<file path="config.mk">
export PLATFORM = sky130hd
export DESIGN_NAME = filter_ifmap_mem_flat
export DESIGN_NICKNAME = d
export VERILOG_FILES = /design/src/rtl/filter_ifmap_mem_if.sv /design/src/rtl/filter_ifmap_mem.sv /design/src/flat_wrapper.sv
export SDC_FILE = /design/constraint.sdc
export NUM_CORES = 2
export LEC_CHECK = 0
export BUFFER_PORTS_ARGS = -buffer_cell sky130_fd_sc_hd__buf_4
export CAP_MARGIN = 20
export CORE_UTILIZATION = 43
export DETAILED_ROUTE_END_ITERATION = 8
export PLACE_DENSITY = 0.67
export SLEW_MARGIN = 30
export SYNTH_ARGS = -nofsm -noshare
export SYNTH_HDL_FRONTEND = slang
export SYNTH_SLANG_ARGS = --single-unit
</file>
<file path="constraint.sdc">
create_clock -name clk -period 5 [get_ports clk]
set_input_delay 0.5 -clock clk [delete_from_list [all_inputs] [get_ports clk]]
set_output_delay 0.5 -clock clk [all_outputs]
set_load 0.01 [all_outputs]
</file>
<file path="src/rtl/filter_ifmap_mem_if.sv">
// Load-side write channels, end-of-load token and the two outgoing packet streams.
// master = the loader/consumer side, slave = the filter/ifmap memory block.
interface filter_ifmap_mem_if #(
  parameter int WIDTH_PKT = 32
);
  logic                 filter_in_valid;
  logic                 filter_in_ready;
  logic [4:0]           filter_in_addr;
  logic [7:0]           filter_in_data;
  logic                 ifmap_in_valid;
  logic                 ifmap_in_ready;
  logic [9:0]           ifmap_in_addr;
  logic                 ifmap_in_data;
  logic                 load_done_valid;
  logic                 load_done_ready;
  logic                 filter_out_valid;
  logic                 filter_out_ready;
  logic [WIDTH_PKT-1:0] filter_out_data;
  logic                 ifmap_out_valid;
  logic                 ifmap_out_ready;
  logic [WIDTH_PKT-1:0] ifmap_out_data;
  logic                 done;

  modport master (
    output filter_in_valid, filter_in_addr, filter_in_data,
    output ifmap_in_valid, ifmap_in_addr, ifmap_in_data,
    output load_done_valid, filter_out_ready, ifmap_out_ready,
    input  filter_in_ready, ifmap_in_ready, load_done_ready,
    input  filter_out_valid, filter_out_data, ifmap_out_valid, ifmap_out_data, done
  );

  modport slave (
    input  filter_in_valid, filter_in_addr, filter_in_data,
    input  ifmap_in_valid, ifmap_in_addr, ifmap_in_data,
    input  load_done_valid, filter_out_ready, ifmap_out_ready,
    output filter_in_ready, ifmap_in_ready, load_done_ready,
    output filter_out_valid, filter_out_data, ifmap_out_valid, ifmap_out_data, done
  );
endinterface

</file>
<file path="src/rtl/filter_ifmap_mem.sv">
// Filter/ifmap staging memory: loads weights and spikes, then streams both as tagged packets.
// Packets are registered (1-cycle after load_done); each stream stalls independently on its ready.
module filter_ifmap_mem #(
  parameter int DEPTH_F    = 5,
  parameter int DEPTH_I    = 25,
  parameter int WIDTH_PKT  = 32,
  parameter int WIDTH_DATA = 13
) (
  input logic               clk,
  input logic               rst_n,
  filter_ifmap_mem_if.slave bus
);
  localparam int        FN     = DEPTH_F * DEPTH_F;
  localparam int        IN     = DEPTH_I * DEPTH_I;
  localparam logic [9:0] F_LAST = 10'(FN - 1);
  localparam logic [9:0] I_LAST = 10'(IN - 1);

  typedef enum logic [1:0] {LOAD, STREAM, DONE} state_t;

  state_t               state_q, state_d;
  logic [7:0]           filter_mem_q [FN];
  logic [7:0]           filter_mem_d [FN];
  logic                 ifmap_mem_q  [IN];
  logic                 ifmap_mem_d  [IN];
  logic [9:0]           f_cnt_q, f_cnt_d, i_cnt_q, i_cnt_d;
  logic                 f_vld_q, f_vld_d, i_vld_q, i_vld_d;
  logic [WIDTH_PKT-1:0] f_dat_q, f_dat_d, i_dat_q, i_dat_d;
  logic [9:0]           f_nxt, i_nxt;
  logic [7:0]           f_rd;
  logic                 i_rd;
  logic                 load_ok;

  function automatic logic [WIDTH_PKT-1:0] mk_pkt(input logic [1:0] typ, input logic [9:0] idx,
                                                  input logic [7:0] dat);
    logic [WIDTH_PKT-1:0] p;
    p                   = '0;
    p[31:30]            = typ;
    p[22:13]            = idx;
    p[WIDTH_DATA-1:0]   = WIDTH_DATA'(dat);
    return p;
  endfunction

  assign load_ok = (state_q == LOAD);

  always_comb begin
    state_d      = state_q;
    filter_mem_d = filter_mem_q;
    ifmap_mem_d  = ifmap_mem_q;
    f_cnt_d      = f_cnt_q;
    i_cnt_d      = i_cnt_q;
    f_vld_d      = f_vld_q;
    i_vld_d      = i_vld_q;
    f_dat_d      = f_dat_q;
    i_dat_d      = i_dat_q;
    f_nxt        = f_cnt_q + 10'd1;
    i_nxt        = i_cnt_q + 10'd1;
    f_rd         = '0;
    i_rd         = 1'b0;

    // Out-of-range addresses match no entry, so the write is silently dropped.
    for (int i = 0; i < FN; i++) begin
      if (load_ok && bus.filter_in_valid && 32'(bus.filter_in_addr) == i)
        filter_mem_d[i] = bus.filter_in_data;
      if (32'(f_nxt) == i)
        f_rd = filter_mem_q[i];
    end
    for (int i = 0; i < IN; i++) begin
      if (load_ok && bus.ifmap_in_valid && 32'(bus.ifmap_in_addr) == i)
        ifmap_mem_d[i] = bus.ifmap_in_data;
      if (32'(i_nxt) == i)
        i_rd = ifmap_mem_q[i];
    end

    case (state_q)
      LOAD: begin
        if (bus.load_done_valid) begin
          // First packets use the _d memories so writes in the load_done cycle are seen.
          state_d = STREAM;
          f_cnt_d = '0;
          i_cnt_d = '0;
          f_vld_d = 1'b1;
          i_vld_d = 1'b1;
          f_dat_d = mk_pkt(2'b01, 10'd0, filter_mem_d[0]);
          i_dat_d = mk_pkt(2'b10, 10'd0, {7'd0, ifmap_mem_d[0]});
        end
      end
      STREAM: begin
        if (f_vld_q && bus.filter_out_ready) begin
          if (f_cnt_q == F_LAST) begin
            f_vld_d = 1'b0;
          end else begin
            f_cnt_d = f_nxt;
            f_dat_d = mk_pkt(2'b01, f_nxt, f_rd);
          end
        end
        if (i_vld_q && bus.ifmap_out_ready) begin
          if (i_cnt_q == I_LAST) begin
            i_vld_d = 1'b0;
          end else begin
            i_cnt_d = i_nxt;
            i_dat_d = mk_pkt(2'b10, i_nxt, {7'd0, i_rd});
          end
        end
        if (!f_vld_d && !i_vld_d)
          state_d = DONE;
      end
      DONE:    state_d = DONE;
      default: state_d = LOAD;
    endcase
  end

  always_ff @(posedge clk or negedge rst_n) begin
    if (!rst_n) begin
      state_q      <= LOAD;
      filter_mem_q <= '{default: '0};
      ifmap_mem_q  <= '{default: '0};
      f_cnt_q      <= '0;
      i_cnt_q      <= '0;
      f_vld_q      <= 1'b0;
      i_vld_q      <= 1'b0;
      f_dat_q      <= '0;
      i_dat_q      <= '0;
    end else begin
      state_q      <= state_d;
      filter_mem_q <= filter_mem_d;
      ifmap_mem_q  <= ifmap_mem_d;
      f_cnt_q      <= f_cnt_d;
      i_cnt_q      <= i_cnt_d;
      f_vld_q      <= f_vld_d;
      i_vld_q      <= i_vld_d;
      f_dat_q      <= f_dat_d;
      i_dat_q      <= i_dat_d;
    end
  end

  assign bus.filter_in_ready  = load_ok;
  assign bus.ifmap_in_ready   = load_ok;
  assign bus.load_done_ready  = load_ok;
  assign bus.filter_out_valid = f_vld_q;
  assign bus.filter_out_data  = f_dat_q;
  assign bus.ifmap_out_valid  = i_vld_q;
  assign bus.ifmap_out_data   = i_dat_q;
  assign bus.done             = (state_q == DONE);
endmodule

</file>
<file path="src/flat_wrapper.sv">
// flat-port wrapper written by rule: the top's interface ports become plain ports
module filter_ifmap_mem_flat 
#(
  parameter int DEPTH_F    = 5,
  parameter int DEPTH_I    = 25,
  parameter int WIDTH_PKT  = 32,
  parameter int WIDTH_DATA = 13
)
  (clk, rst_n, bus_filter_in_valid, bus_filter_in_addr, bus_filter_in_data, bus_ifmap_in_valid, bus_ifmap_in_addr, bus_ifmap_in_data, bus_load_done_valid, bus_filter_out_ready, bus_ifmap_out_ready, bus_filter_in_ready, bus_ifmap_in_ready, bus_load_done_ready, bus_filter_out_valid, bus_filter_out_data, bus_ifmap_out_valid, bus_ifmap_out_data, bus_done);
  filter_ifmap_mem_if #(.WIDTH_PKT(WIDTH_PKT)) bus_i ();
  input logic clk;
  input logic rst_n;
  input wire logic [$bits(bus_i.filter_in_valid)-1:0] bus_filter_in_valid;
  input wire logic [$bits(bus_i.filter_in_addr)-1:0] bus_filter_in_addr;
  input wire logic [$bits(bus_i.filter_in_data)-1:0] bus_filter_in_data;
  input wire logic [$bits(bus_i.ifmap_in_valid)-1:0] bus_ifmap_in_valid;
  input wire logic [$bits(bus_i.ifmap_in_addr)-1:0] bus_ifmap_in_addr;
  input wire logic [$bits(bus_i.ifmap_in_data)-1:0] bus_ifmap_in_data;
  input wire logic [$bits(bus_i.load_done_valid)-1:0] bus_load_done_valid;
  input wire logic [$bits(bus_i.filter_out_ready)-1:0] bus_filter_out_ready;
  input wire logic [$bits(bus_i.ifmap_out_ready)-1:0] bus_ifmap_out_ready;
  output wire logic [$bits(bus_i.filter_in_ready)-1:0] bus_filter_in_ready;
  output wire logic [$bits(bus_i.ifmap_in_ready)-1:0] bus_ifmap_in_ready;
  output wire logic [$bits(bus_i.load_done_ready)-1:0] bus_load_done_ready;
  output wire logic [$bits(bus_i.filter_out_valid)-1:0] bus_filter_out_valid;
  output wire logic [$bits(bus_i.filter_out_data)-1:0] bus_filter_out_data;
  output wire logic [$bits(bus_i.ifmap_out_valid)-1:0] bus_ifmap_out_valid;
  output wire logic [$bits(bus_i.ifmap_out_data)-1:0] bus_ifmap_out_data;
  output wire logic [$bits(bus_i.done)-1:0] bus_done;
  assign bus_i.filter_in_valid = bus_filter_in_valid;
  assign bus_i.filter_in_addr = bus_filter_in_addr;
  assign bus_i.filter_in_data = bus_filter_in_data;
  assign bus_i.ifmap_in_valid = bus_ifmap_in_valid;
  assign bus_i.ifmap_in_addr = bus_ifmap_in_addr;
  assign bus_i.ifmap_in_data = bus_ifmap_in_data;
  assign bus_i.load_done_valid = bus_load_done_valid;
  assign bus_i.filter_out_ready = bus_filter_out_ready;
  assign bus_i.ifmap_out_ready = bus_ifmap_out_ready;
  assign bus_filter_in_ready = bus_i.filter_in_ready;
  assign bus_ifmap_in_ready = bus_i.ifmap_in_ready;
  assign bus_load_done_ready = bus_i.load_done_ready;
  assign bus_filter_out_valid = bus_i.filter_out_valid;
  assign bus_filter_out_data = bus_i.filter_out_data;
  assign bus_ifmap_out_valid = bus_i.ifmap_out_valid;
  assign bus_ifmap_out_data = bus_i.ifmap_out_data;
  assign bus_done = bus_i.done;
  filter_ifmap_mem #(.DEPTH_F(DEPTH_F), .DEPTH_I(DEPTH_I), .WIDTH_PKT(WIDTH_PKT), .WIDTH_DATA(WIDTH_DATA)) u_core (.clk(clk), .rst_n(rst_n), .bus(bus_i));
endmodule
</file>
==> results list <==
- The flow ran to the end, and the final reports show no timing, DRC or antenna violations.
- The synthesized netlist devotes 0.220% of its cell area to XOR and XNOR gates.
- Area fraction in compound gates after synthesis: around a fifth
- Data on the critical path arrives at its endpoint at 5.45 ns.
- Clock-pin slew was measured on the worst setup and hold paths at around 0.060 ns.
* Combinational family with the most area after synthesis: simple AND/OR/NAND/NOR gates
- Summing the areas of all and, or, nand and nor instances in the mapped netlist gives around a fifth of the synthesized area.
- In this run the vertical extent of the chip is 335 um.
- The largest total area in the synthesized netlist belongs to sky130_fd_sc_hd__dfrtp_1.
- Element type at the critical path start: register
- The routed design has 261 mm of wire.
- Class of the tightest hold or removal check: input port to register
* Placer's final routability congestion estimate: 1.07
- Number of distinct library cells after synthesis: 101
- Setup repair after global routing left no endpoint under its margin.
* Achievable clock frequency: 0.209 GHz
- On the final layout, the worst clock skew is about 0.046 ns.
- Count of endpoints failing hold in the final timing report: 0
- The initial antenna violation count came to 15.
* Overflow left after global routing: 0
* Core area: 109000 um^2
* Syn Area/Cell: 8.93 um^2
* Max clock buf depth: 3
* Number of max-slew violations in the final report: 0
- The H-tree generated during clock tree synthesis spans 3 levels.
- Setup total negative slack on the finished layout was measured at 0 ns.
* Static leakage: 0.0257 uW
- The die covers between 100000 and 150000 um^2.
* Period minus WS final: 4.78 ns
* Max capacitance violation total: 0
* Cell area after placement: 51700 um^2
- Number of warning messages in the yosys log: 0
* Register area share after synthesis: a little under half
* CTS Root Buffer Type: sky130_fd_sc_hd__clkbuf_16
- The first routing iteration left approximately 7400 violations.
- CTS tree: done
- VDD sags by at most 0.000297 V.
- Die extent in x: around 340 um
- Post-synthesis async set-or-reset flop share: 100%
- Clock tree synthesis inserted a total of 98 buffers.
- Count of flip-flops with a built-in enable after synthesis: 0
- At the pin with the least slew margin, the transition time is 1.09 ns.
- Share of the synthesized area in the top cell type: between 40 and 50%
* Area Overhead vs Synth: 15.6%
* Final core utilization: 50.5%
* Worst max-slew margin expressed relative to the limit: between 20% and 30%
- Dividing total power by cell area gives a power density of a little under 400 nW/um^2.
- Cell count after synthesis: around 5400
* Number of synthesized register bits: between 800 and 900
- Per report_power, the combinational group accounts for approximately a quarter of the total.
* Vias in the first global route: 45900
- Entering global routing, the biggest net connects 188 pins.
- The internal portion of the total power is approximately 14000 uW.
- Req. time, crit path: 5.67 ns
* Switching power share of the total: between 30% and 40%
- Setup violations remaining at the end of the flow were counted as 0.
* Crit path capture type: register
- Number of placement rows: 121
* First-pass GRT wire length: 363 mm
* Design Area, Final: ~55000 um^2
- Switching power: 7450 uW
- Boundary pin count: slightly above 100
* Detail Route Antenna Nets: 0
- Prevailing post-synth register cell: sky130_fd_sc_hd__dfrtp_1
* Pre-Repair DR Iteration Count: 6
- Post-route fraction of the period consumed by the critical path: 95.6%
* Cell area after technology mapping: 47800 um^2
* Initial core utilization: 43.7%
- Count of buffers inserted at the top-level ports: 67
- Adder-cell area share of the yosys netlist: less than 1%
- Portion of total power attributed to the clock network: 37.1%
- Dividing the detail-routed via count by the number of cells gives 6.91.
- Fraction of synthesized area in multiplexers: 11.2%
* Sinks on the clock net: 860
- In this run, flip-flops and latches consume 37.0% of the power.
- Cells with a size suffix above 1 make up around a fifth of the layout.
- Peak fanout along the critical path: 23
* Worst setup path class: register to register
* Total half-perimeter wirelength after legalization and detailed placement: 180 mm
- Vias post-DR: 48400
- GR Util All Layers: 45.9%
- Largest cells by area after synthesis: sky130_fd_sc_hd__dfrtp_1 45%, sky130_fd_sc_hd__mux2_2 11%, sky130_fd_sc_hd__nand2_1 6.5%, sky130_fd_sc_hd__o21ai_0 5.8%, sky130_fd_sc_hd__nand3_1 4.8%
- Clock latency of the later-clocked register in the worst-skew pair: 0.76 ns
- After the last flow step, the layout net total stands at 5479.
* Final routed wire length divided by cell count: 37.3 um
* Count of unresolved DRC violations after routing: 0
what timing repair did:
action                                  CTS  global route
buffers inserted                          0             1
endpoints found under the hold margin    65             0
hold buffers                              1             0
gates resized for setup                   0             3
endpoints found under the setup margin    0             1
cell families (layout without fill, tap and decap cells):
group / count (synthesis) / after routing
adders and majority gates: 14 / 14
other: 1 / 42
xor gates and xnor gates: 12 / 12
muxes: 477 / 477
DFF: 860 / 860
and+or+nand+nor: 2083 / 2083
AOI/OAI and AO/OA: 1379 / 1379
buffers and inverters: 526 / 657
layout by cell type (no fill, tap or decap), types with 15 or more instances in the layout:
cell type and count:
sky130_fd_sc_hd__a221o_1 16, sky130_fd_sc_hd__buf_4 401, sky130_fd_sc_hd__nand2_1 826, sky130_fd_sc_hd__or3_1 28
sky130_fd_sc_hd__buf_12 31, sky130_fd_sc_hd__a22oi_1 47, sky130_fd_sc_hd__clkinv_2 19, sky130_fd_sc_hd__o22ai_1 71
sky130_fd_sc_hd__a221oi_1 50, sky130_fd_sc_hd__o21ai_0 553, sky130_fd_sc_hd__o211ai_1 30, sky130_fd_sc_hd__clkbuf_8 17
sky130_fd_sc_hd__a21o_1 18, sky130_fd_sc_hd__and3_1 36, sky130_fd_sc_hd__inv_1 33, sky130_fd_sc_hd__a211oi_1 46
sky130_fd_sc_hd__nor2b_1 28, sky130_fd_sc_hd__o221ai_1 54, sky130_fd_sc_hd__dfrtp_1 860, sky130_fd_sc_hd__a22o_1 20
sky130_fd_sc_hd__o21a_1 27, sky130_fd_sc_hd__a2111oi_0 15, sky130_fd_sc_hd__a31oi_1 30, sky130_fd_sc_hd__nor4_1 23
sky130_fd_sc_hd__nand4_1 41, sky130_fd_sc_hd__clkbuf_16 98, sky130_fd_sc_hd__nand2b_1 34, sky130_fd_sc_hd__o31ai_1 18
sky130_fd_sc_hd__nor2_1 365, sky130_fd_sc_hd__a21oi_1 179, sky130_fd_sc_hd__clkbuf_1 21, sky130_fd_sc_hd__nand3_1 456
sky130_fd_sc_hd__nor2_2 20, sky130_fd_sc_hd__mux2_2 469, sky130_fd_sc_hd__conb_1 33, sky130_fd_sc_hd__nor3_1 111
routing by layer:
layer	routed length, um	part of all wire (%)	vias up	global-route usage [%]
li1	-	-	19500	-
met1	102000	39	24500	61.3
met2	106000	41	3463	64.4
met3	32200	12	909	13.8
met4	20300	7.8	10	29.1
met5	77	0.030	-	0
metrics by stage:
step | cells | hold WS (ns) | power, uW | worst slack [ns]
floorplan | 5384 | 0.204 | 10600 | 0.938
global placement | 6806 | 0.452 | 13100 | 0.0915
detailed placement | 6806 | 0.467 | 13200 | 0.0263
CTS | 6988 | 0.0837 | 21000 | 0.0297
global route | 6991 | 0.149 | 21700 | 0.0293
finish | 7000 | 0.111 | 21300 | 0.219
cells in the mapped netlist, drive strengths merged, types with 18 or more instances:
master / number
nand3: 461
a21o: 18
a221oi: 50
nor4: 28
inv: 37
a211oi: 49
buf: 144
nor2: 388
a22oi: 47
o21a: 27
nand2: 827
dfrtp: 860
o21ai: 561
nor3: 127
and3: 36
mux2: 469
o211ai: 31
nor2b: 28
clkbuf: 344
o221ai: 54
or3: 28
nand4: 41
a22o: 20
a21oi: 181
o31ai: 22
nand2b: 34
a31oi: 37
o22ai: 71
state kept, by name, summed over array words and instances (netlist names):
register / cells
u_core.filter_mem_q: 200
u_core.bus.filter_out_valid: 1
u_core.bus.ifmap_out_valid: 1
u_core.state_q: 2
u_core.ifmap_mem_q: 625
u_core.f_cnt_q: 9
u_core.bus.ifmap_out_data: 3
u_core.bus.filter_out_data: 10
u_core.i_cnt_q: 9
worst max-delay path, stage by stage (launching register included):
cell and delay [ns]:
sky130_fd_sc_hd__dfrtp_1 0.35, sky130_fd_sc_hd__buf_4 0.28, sky130_fd_sc_hd__inv_1 0.18, sky130_fd_sc_hd__ha_4 0.23, sky130_fd_sc_hd__buf_4 0.22, sky130_fd_sc_hd__inv_2 0.09, sky130_fd_sc_hd__buf_4 0.28, sky130_fd_sc_hd__buf_4 0.41
sky130_fd_sc_hd__o211ai_1 0.15, sky130_fd_sc_hd__a211oi_1 0.55, sky130_fd_sc_hd__a21oi_1 0.21, sky130_fd_sc_hd__a221oi_1 0.37, sky130_fd_sc_hd__nand4_1 0.25, sky130_fd_sc_hd__o2111ai_1 0.51, sky130_fd_sc_hd__o211ai_1 0.19, sky130_fd_sc_hd__and2_0 0.20
sky130_fd_sc_hd__o211ai_2 0.07, sky130_fd_sc_hd__a31o_1 0.17
path summary, 6_finish.rpt:
check	start	end	slack [ns]	cells after the start
setup / recovery	u_core.i_cnt_q[1]$_DFFE_PN0P_	u_core.bus.ifmap_out_data[0]$_DFFE_PN0P_	0.22	17
max in group asynchronous	rst_n	u_core.ifmap_mem_q[189]$_DFFE_PN0P_	3.36	3
setup reg to reg	u_core.i_cnt_q[1]$_DFFE_PN0P_	u_core.bus.ifmap_out_data[0]$_DFFE_PN0P_	0.22	17
min in group asynchronous	rst_n	u_core.ifmap_mem_q[131]$_DFFE_PN0P_	0.38	2
hold reg to reg	u_core.bus.ifmap_out_data[31]$_DFFE_PN0P_	u_core.bus.ifmap_out_data[31]$_DFFE_PN0P_	0.47	1
hold / removal	bus_load_done_valid	u_core.state_q[0]$_DFFE_PN0P_	0.11	3
power groups by stage:
stage / Combinational [uW] / Sequential [uW] / Clock (uW)
2_1_floorplan: 2680 / 7890 / 0
5_1_grt: 5610 / 7930 / 8180
4_1_cts: 5240 / 7860 / 7920
6_report: 5500 / 7870 / 7890
3_5_place_dp: 5210 / 7980 / 0
3_3_place_gp: 5180 / 7950 / 0
area by class of cell:
cell class	count	area, um^2
antenna	9	22.5
clock buffer	136	2770
clock inverter	45	707
fill	10300	54200
inverter	38	143
multi-input combinational	3998	24500
sequential	860	21500
tap	1476	1850
timing repair buffer	438	3720
(Power assumes the default switching activity.)
